### config.mk
export PLATFORM = sky130hd
export DESIGN_NAME = booth_mul_sched_flat
export DESIGN_NICKNAME = d
export VERILOG_FILES = /design/src/rtl/booth_mul_sched_if.sv /design/src/rtl/booth_mul_sched.sv /design/src/flat_wrapper.sv
export SDC_FILE = /design/constraint.sdc
export NUM_CORES = 1
export LEC_CHECK = 0
export ABC_AREA = 1
export CORE_ASPECT_RATIO = 1.1
export CORE_MARGIN = 5
export CORE_UTILIZATION = 53
export CTS_BUF_LIST = sky130_fd_sc_hd__clkbuf_4 sky130_fd_sc_hd__clkbuf_8
export DETAILED_ROUTE_END_ITERATION = 8
export HOLD_SLACK_MARGIN = 0.02
export MAX_ROUTING_LAYER = met4
export PLACE_DENSITY = 0.83
export SYNTH_ARGS = -nofsm -noshare
export SYNTH_HDL_FRONTEND = slang
export SYNTH_SLANG_ARGS = --single-unit
### constraint.sdc
create_clock -name clk_i -period 5.66 [get_ports clk_i]
set_input_delay 0.566 -clock clk_i [delete_from_list [all_inputs] [get_ports clk_i]]
set_output_delay 0.566 -clock clk_i [all_outputs]
set_load 0.05 [all_outputs]
### src/rtl/booth_mul_sched_if.sv
// Request/grant/result bundle between the two operand producers, the result
// consumers and the shared Booth multiplier. The multiplier uses the slave
// view; whoever drives requests and collects results uses the master view.
interface booth_mul_sched_if #(
  parameter int W = 5
);
  logic           req0;
  logic [W-1:0]   m0;
  logic [W-1:0]   q0;
  logic           req1;
  logic [W-1:0]   m1;
  logic [W-1:0]   q1;
  logic           gnt0;
  logic           gnt1;
  logic           done0;
  logic           done1;
  logic [2*W-1:0] product;
  logic           busy;

  modport master (
    output req0, m0, q0, req1, m1, q1,
    input  gnt0, gnt1, done0, done1, product, busy
  );

  modport slave (
    input  req0, m0, q0, req1, m1, q1,
    output gnt0, gnt1, done0, done1, product, busy
  );
endinterface

### src/rtl/booth_mul_sched.sv
// Shared sequential radix-2 Booth multiplier with a two-way round-robin
// arbiter. One Booth step retires per clock; a multiply takes W RUN cycles
// followed by one DONE cycle carrying the done pulse for the owner.
module booth_mul_sched #(
  parameter int W = 5
) (
  input  logic                   clk_i,
  input  logic                   rst_n_i,
  booth_mul_sched_if.slave       bus
);

  localparam int CW = $clog2(W + 1);

  typedef enum logic [1:0] {
    IDLE = 2'd0,
    RUN  = 2'd1,
    DONE = 2'd2
  } state_t;

  state_t         state_q, state_d;
  logic [W-1:0]   m_q, m_d;          // captured multiplicand
  logic [W-1:0]   qr_q, qr_d;        // multiplier, shifted right each step
  logic [W:0]     a_q, a_d;          // accumulator, one guard bit for -2^(W-1)
  logic           qprev_q, qprev_d;  // bit shifted out of Q on the last step
  logic [CW-1:0]  cnt_q, cnt_d;
  logic           owner_q, owner_d;  // requester that owns the running multiply
  logic           rr_q, rr_d;        // 1: requester 1 wins the next tie
  logic [2*W-1:0] product_q, product_d;
  logic           done0_q, done0_d;
  logic           done1_q, done1_d;
  logic           busy_q, busy_d;

  logic           sel1_s;
  logic           grant_s;
  logic [W:0]     m_ext_s;
  logic [W:0]     a_sum_s;
  logic [W:0]     a_shr_s;
  logic [W-1:0]   q_shr_s;
  logic           last_step_s;

  // Arbiter: pick the winner among pending requests; grant only in IDLE.
  always_comb begin
    sel1_s  = 1'b0;
    grant_s = 1'b0;
    if (bus.req0 && bus.req1) begin
      sel1_s = rr_q;
    end else if (bus.req1) begin
      sel1_s = 1'b1;
    end else begin
      sel1_s = 1'b0;
    end
    grant_s = rst_n_i & (state_q == IDLE) & (bus.req0 | bus.req1);
  end

  assign bus.gnt0 = grant_s & ~sel1_s;
  assign bus.gnt1 = grant_s & sel1_s;

  // One Booth step on {A, Q, q_prev}: add/subtract M, then arithmetic shift.
  always_comb begin
    m_ext_s = {m_q[W-1], m_q};
    case ({qr_q[0], qprev_q})
      2'b10:   a_sum_s = a_q - m_ext_s;
      2'b01:   a_sum_s = a_q + m_ext_s;
      default: a_sum_s = a_q;
    endcase
    a_shr_s     = {a_sum_s[W], a_sum_s[W:1]};
    q_shr_s     = {a_sum_s[0], qr_q[W-1:1]};
    last_step_s = (cnt_q == CW'(W - 1));
  end

  // Sequencer next state: capture on grant, iterate W steps, pulse done.
  always_comb begin
    state_d   = state_q;
    m_d       = m_q;
    qr_d      = qr_q;
    a_d       = a_q;
    qprev_d   = qprev_q;
    cnt_d     = cnt_q;
    owner_d   = owner_q;
    rr_d      = rr_q;
    product_d = product_q;
    done0_d   = 1'b0;
    done1_d   = 1'b0;
    busy_d    = 1'b0;

    case (state_q)
      IDLE: begin
        if (grant_s) begin
          m_d     = sel1_s ? bus.m1 : bus.m0;
          qr_d    = sel1_s ? bus.q1 : bus.q0;
          a_d     = {(W + 1){1'b0}};
          qprev_d = 1'b0;
          cnt_d   = {CW{1'b0}};
          owner_d = sel1_s;
          rr_d    = ~sel1_s;
          state_d = RUN;
        end else begin
          state_d = IDLE;
        end
      end
      RUN: begin
        a_d     = a_shr_s;
        qr_d    = q_shr_s;
        qprev_d = qr_q[0];
        cnt_d   = cnt_q + CW'(1);
        if (last_step_s) begin
          product_d = {a_shr_s[W-1:0], q_shr_s};
          done0_d   = ~owner_q;
          done1_d   = owner_q;
          state_d   = DONE;
        end else begin
          state_d = RUN;
        end
      end
      DONE: begin
        state_d = IDLE;
      end
      default: begin
        state_d = IDLE;
      end
    endcase

    busy_d = (state_d != IDLE);
  end

  // State and datapath registers with synchronous active-low reset.
  always_ff @(posedge clk_i) begin
    if (!rst_n_i) begin
      state_q   <= IDLE;
      m_q       <= {W{1'b0}};
      qr_q      <= {W{1'b0}};
      a_q       <= {(W + 1){1'b0}};
      qprev_q   <= 1'b0;
      cnt_q     <= {CW{1'b0}};
      owner_q   <= 1'b0;
      rr_q      <= 1'b0;
      product_q <= {(2 * W){1'b0}};
      done0_q   <= 1'b0;
      done1_q   <= 1'b0;
      busy_q    <= 1'b0;
    end else begin
      state_q   <= state_d;
      m_q       <= m_d;
      qr_q      <= qr_d;
      a_q       <= a_d;
      qprev_q   <= qprev_d;
      cnt_q     <= cnt_d;
      owner_q   <= owner_d;
      rr_q      <= rr_d;
      product_q <= product_d;
      done0_q   <= done0_d;
      done1_q   <= done1_d;
      busy_q    <= busy_d;
    end
  end

  assign bus.done0   = done0_q;
  assign bus.done1   = done1_q;
  assign bus.product = product_q;
  assign bus.busy    = busy_q;

endmodule
### src/flat_wrapper.sv
// flat-port wrapper written by rule: the top's interface ports become plain ports
module booth_mul_sched_flat 
#(
  parameter int W = 5
)
  (clk_i, rst_n_i, bus_req0, bus_m0, bus_q0, bus_req1, bus_m1, bus_q1, bus_gnt0, bus_gnt1, bus_done0, bus_done1, bus_product, bus_busy);
  booth_mul_sched_if #(.W(W)) bus_i ();
  input  logic clk_i;
  input  logic rst_n_i;
  input wire logic [$bits(bus_i.req0)-1:0] bus_req0;
  input wire logic [$bits(bus_i.m0)-1:0] bus_m0;
  input wire logic [$bits(bus_i.q0)-1:0] bus_q0;
  input wire logic [$bits(bus_i.req1)-1:0] bus_req1;
  input wire logic [$bits(bus_i.m1)-1:0] bus_m1;
  input wire logic [$bits(bus_i.q1)-1:0] bus_q1;
  output wire logic [$bits(bus_i.gnt0)-1:0] bus_gnt0;
  output wire logic [$bits(bus_i.gnt1)-1:0] bus_gnt1;
  output wire logic [$bits(bus_i.done0)-1:0] bus_done0;
  output wire logic [$bits(bus_i.done1)-1:0] bus_done1;
  output wire logic [$bits(bus_i.product)-1:0] bus_product;
  output wire logic [$bits(bus_i.busy)-1:0] bus_busy;
  assign bus_i.req0 = bus_req0;
  assign bus_i.m0 = bus_m0;
  assign bus_i.q0 = bus_q0;
  assign bus_i.req1 = bus_req1;
  assign bus_i.m1 = bus_m1;
  assign bus_i.q1 = bus_q1;
  assign bus_gnt0 = bus_i.gnt0;
  assign bus_gnt1 = bus_i.gnt1;
  assign bus_done0 = bus_i.done0;
  assign bus_done1 = bus_i.done1;
  assign bus_product = bus_i.product;
  assign bus_busy = bus_i.busy;
  booth_mul_sched #(.W(W)) u_core (.clk_i(clk_i), .rst_n_i(rst_n_i), .bus(bus_i));
endmodule
# Word level (Yosys, flattened, before mapping)
# Cells that the tools add are included.
# op_classes
n_addsub	3
n_reduce_logical	8
n_eq_ne	5
bitwise	7
mux	16
# op_table
operator	n
one-hot mux 6 bit (2 select lines)	2
2-to-1 mux 5 bit	3
one-hot mux 5 bit (2 select lines)	1
adder 6 bit	1
2-to-1 mux 6 bit	1
one-hot mux 3 bit (2 select lines)	1
AND reduction 2 bit	3
subtractor 6 bit	1
AND 1 bit	4
equality test 2 x 1 -> 1 bit (second input constant)	2
2-to-1 mux 1 bit	4
one-hot mux 2 bit (2 select lines)	1
nonzero test 2 bit	2
adder 3 x 1 -> 3 bit (second input constant)	1
equality test 3 bit (second input constant)	1
2-to-1 mux 3 bit	1
AND reduction 3 bit	1
equality test 2 bit (second input constant)	1
logical NOT 2 bit	1
2-to-1 mux 2 bit	1
!= test 2 x 1 -> 1 bit (second input constant)	1
inverter 1 bit	2
one-hot mux 1 bit (2 select lines)	1
logical AND 1 bit	1
OR 1 bit	1
# totals
register_bits	37
out_inout_bits	15

# Longest topological paths before layout
# depth
ltp_word	6
depth_mapped	17
depth_no_buf	17

# Worst setup path before layout
# OpenSTA, ideal clock, no wires.
# synth_timing
kind	reg-to-reg
from	register u_core.m_q[0]
to	register u_core.a_q[3]
path_slack_ps	3640
t_arrival_ps	1950
synth_period_minus_slack_ps	2020
required_ps	5590
stages_incl_launch_ff	13
path_buffers	0
cell_sequence	dfxtp_1 > inv_1 > ha_1 > nand2_1 > o21ai_0 > fa_1 > nand2_1 > nand2_1 > a21oi_1 > nand2_1 > a31oi_1 > nand2_1 > a21oi_1
# synth_between
elab_chain_cells	3
# synth_lines
element	line_no	text
from (decl)	booth_mul_sched.sv:21	logic [W-1:0] m_q, m_d;
from (signal assigned)	booth_mul_sched.sv:130	m_q <= {W{1'b0}};
from (signal assigned)	booth_mul_sched.sv:143	m_q <= m_d;
adder 6 bit or subtractor 6 bit (tied branches)	booth_mul_sched.sv:63, booth_mul_sched.sv:62	
one-hot mux 6 bit (2 select lines) *	booth_mul_sched.sv:61	case ({qr_q[0], qprev_q})
one-hot mux 6 bit (2 select lines) *	booth_mul_sched.sv:86	case (state_q)
to (signal assigned)	booth_mul_sched.sv:132	a_q <= {(W + 1){1'b0}};
to (decl)	booth_mul_sched.sv:23	logic [W:0] a_q, a_d;
# Every way passes the cells marked *; elsewhere a longest branch is shown, timed or not.
# A chain may end at the register's enable or synchronous reset.

# Worst setup path in the final report
# layout_timing
from	input rst_n_i
to	output bus_gnt1
# layout_between
elab_chain_cells	3
# layout_lines
element	line_no	text
from (decl)	flat_wrapper.sv:9	input logic rst_n_i;
AND 1 bit (2 in series)	booth_mul_sched.sv:52	grant_s = rst_n_i & (state_q == IDLE) & (bus.req0 | bus.req1);
AND 1 bit	booth_mul_sched.sv:56	assign bus.gnt1 = grant_s & sel1_s;
to (decl)	flat_wrapper.sv:17	output wire logic [$bits(bus_i.gnt1)-1:0] bus_gnt1;
# No other way between the ends.

==> impl_metrics.csv <==
group,metric,value,unit
status,status,"finished clean",
clock_network,cts_tree,"yes",
floorplan,die_x,65.9,µm
finish,post_route_cells_drive_above_1_share,0.0408,
global_route,grt_pass1_wl,6.93,mm
timing,finalSetupTns,0,ns
clock_network,clock_latency,0.35,ns
synth,synth.largest_area_cell,"dfxtp_1",
clock_network,cts_root_buf,"clkbuf_4",
timing,post-route-period-util,0.765,
synth,seq_area_frac_synth,0.396,
timing,max_freq,231,MHz
route,wirelength,4.01,mm
placed_design,dpl_cell_area,2220,µm²
route,routedWlPerCell,11.7,µm
timing,fin_ws,1.33,ns
setup_path,start_kind,"primary input",
finish,syn_to_final_growth,25.3,%
timing,slew_viol_final,0,
timing,relSlewSlack,0.426,
power_and_ir_drop,p_leak,0.977,nW
setup_path,cp.arrival,3.77,ns
synth,synth-seq-cells,36,
floorplan,initial_utilization,0.547,
route,num_vias,1713,
finish,nets,328,
clock_network,hold_buffers,0,
synth,syn_nets,292,
synth,syn_area,1820,µm²
setup_path,slowest_delay,0.94,ns
synth,synth_top_area_share,0.396,
timing,finalSetupViolCount,0,
finish,utilization,0.685,
setup_path,crit_slowest_cell,"clkdlybuf4s50_1",
placed_design,dp_slack,1.34,ns
clock_network,path_clk_slew,0.11,ns
clock_network,cts.sinks,36,
setup_path,cp.required,5.09,ns
global_route,grt_max_degree,22,
route,ant_nets,0,
route,drc,0,
setup_path,critPathKind,"in -> out",
clock_network,cts_resized,0,
route,firstDrtPassIters,5,
synth,yosysWarnings,0,
floorplan,die-area,4710,µm²
global_route,antenna_found_initial,0,
synth,synth.lib_cells_used.distinct,29,
floorplan,coreArea,3330,µm²
power_and_ir_drop,ir_drop,0.000170,V
clock_network,cts_setup_buffers,0,
timing,finalCriticalPeriod,4.33,ns
floorplan,ios,39,
timing,hold_slack,0.425,ns
floorplan,die_height,71.5,µm
synth,synthTopCellsByArea,"dfxtp_1 40%, nand2_1 18%, ha_1 6.9%",
clock_network,cts_inserted_buffers,5,
setup_path,crit_chain,"clkdlybuf4s50_1, inv_2, nor3_2, o21ai_1, nor2_1, clkdlybuf4s50_1",
placed_design,gp_congestion,0.854,
clock_network,h-tree-depth,2,
finish,regArea,721,µm²
global_route,gr-total-overflow,0,
finish,n_antenna_cell,0,
timing,skew,0.0117,ns
worst_hold_path,min-delay-path-class,"reg -> reg",
timing,rsz0062_at_grt,"no",
route,drtIter0Drc,96,
timing,worst_pin_slew,0.855,ns
global_route,first_global_vias,1579,
placed_design,dp.cells,334,
finish,fin_area,2280,µm²
placed_design,dpl.hpwl,3.02,mm
finish,multiInputGateArea,936,µm²
synth,syn_area_per_cell,7.09,µm²
floorplan,rows,22,
synth,syn_inst,257,
power_and_ir_drop,total_power,0.525,mW
job,drv_cap,0,
setup_path,crit_path_max_fanout,21,
setup_path,crit_path_end_kind,"primary output",
global_route,grtUsageTotal,0.193,
timing,hold_viol,0,
finish,fillers,278,
power_and_ir_drop,powerDensity,230,nW/µm²
finish,fin_cells,342,
setup_path,crit_top_cell,"clkdlybuf4s50_1",
placed_design,io_buffers,38,
route,vias_per_cell,5.01,
clock_network,clk_path_buf_depth,2,
## kinds of logic after synthesis
logic type      share of synthesized area
buf+inv                            0.0907
fa+ha+maj                          0.0797
simple gates                        0.268
compound gates                      0.157
xor+xnor                          0.00962
flops                               0.396
## cells in the final DEF (no fill, tap or decap), types with 4 or more instances in the layout
master | netlist | final
nand2_1 | 89 | 89
dfxtp_1 | 36 | 36
ha_1 | 10 | 10
inv_1 | 31 | 31
a21oi_1 | 15 | 15
a31oi_1 | 7 | 7
o2111ai_1 | 4 | 4
clkdlybuf4s50_1 | 0 | 38
o21ai_0 | 10 | 10
clkbuf_4 | 0 | 5
nor2_1 | 15 | 15
nand3_1 | 12 | 12
## registers in the layout, indices dropped and copies added (netlist names)
name                count
u_core.rr_q             1
u_core.state_q          2
u_core.bus.product     10
u_core.qr_q             5
u_core.cnt_q            3
u_core.bus.busy         1
u_core.m_q              5
u_core.bus.done1        1
u_core.qprev_q          1
u_core.owner_q          1
u_core.a_q              5
u_core.bus.done0        1
## synth_stat cells
cell type  count
o21ai_0       10
o2111ai_1      4
dfxtp_1       36
nand3_1       12
clkbuf_1       5
nor2_1        15
fa_1           1
o31ai_1        1
a311oi_1       1
o22ai_1        1
inv_1         31
a31oi_1        7
o21a_1         1
ha_1          10
a21boi_0       1
xor2_1         2
nor2_4         1
o21ai_1        1
a22oi_1        1
a21oi_1       15
inv_2          1
nor3_2         1
nor3_1         2
a21oi_4        1
buf_6          1
nand2_1       89
buf_2          3
a211oi_1       2
nand4_1        1
## routing by layer
metal	track usage	routed length, µm
met5	-	0
met1	0.226	1760
met3	0.0376	178
met2	0.327	2000
met4	0.0622	72
## where the power goes
group | total, mW | switching [mW] | internal (mW)
Combinational | 0.104 | 0.0615 | 0.0427
Clock | 0.152 | 0.0903 | 0.0614
Sequential | 0.269 | 0.00644 | 0.263
## critical path: cells and delay by family
family / cells / cell delay, ns
buffers and inverters: 3 / 2.03
and+or+nand+nor: 2 / 0.85
AOI/OAI and AO/OA: 1 / 0.31
## area by class of cell
type                       instances  share of cell area
clock buffer                       6              0.0225
clock inverter                     2             0.00603
inverter                          32              0.0526
multi-input combinational        180               0.410
sequential                        36               0.316
tap                               48              0.0263
timing repair buffer              38               0.167
## final timing paths
kind             startpoint                to  slack, ns  cells past startpoint
max                 rst_n_i          bus_gnt1       1.33                      6
min reg2reg  u_core.owner_q  u_core.bus.done0       0.42                      1
max reg2reg   u_core.m_q[0]     u_core.a_q[3]       3.28                     12
min          u_core.owner_q  u_core.bus.done0       0.42                      1
(Power assumes the default switching activity.)
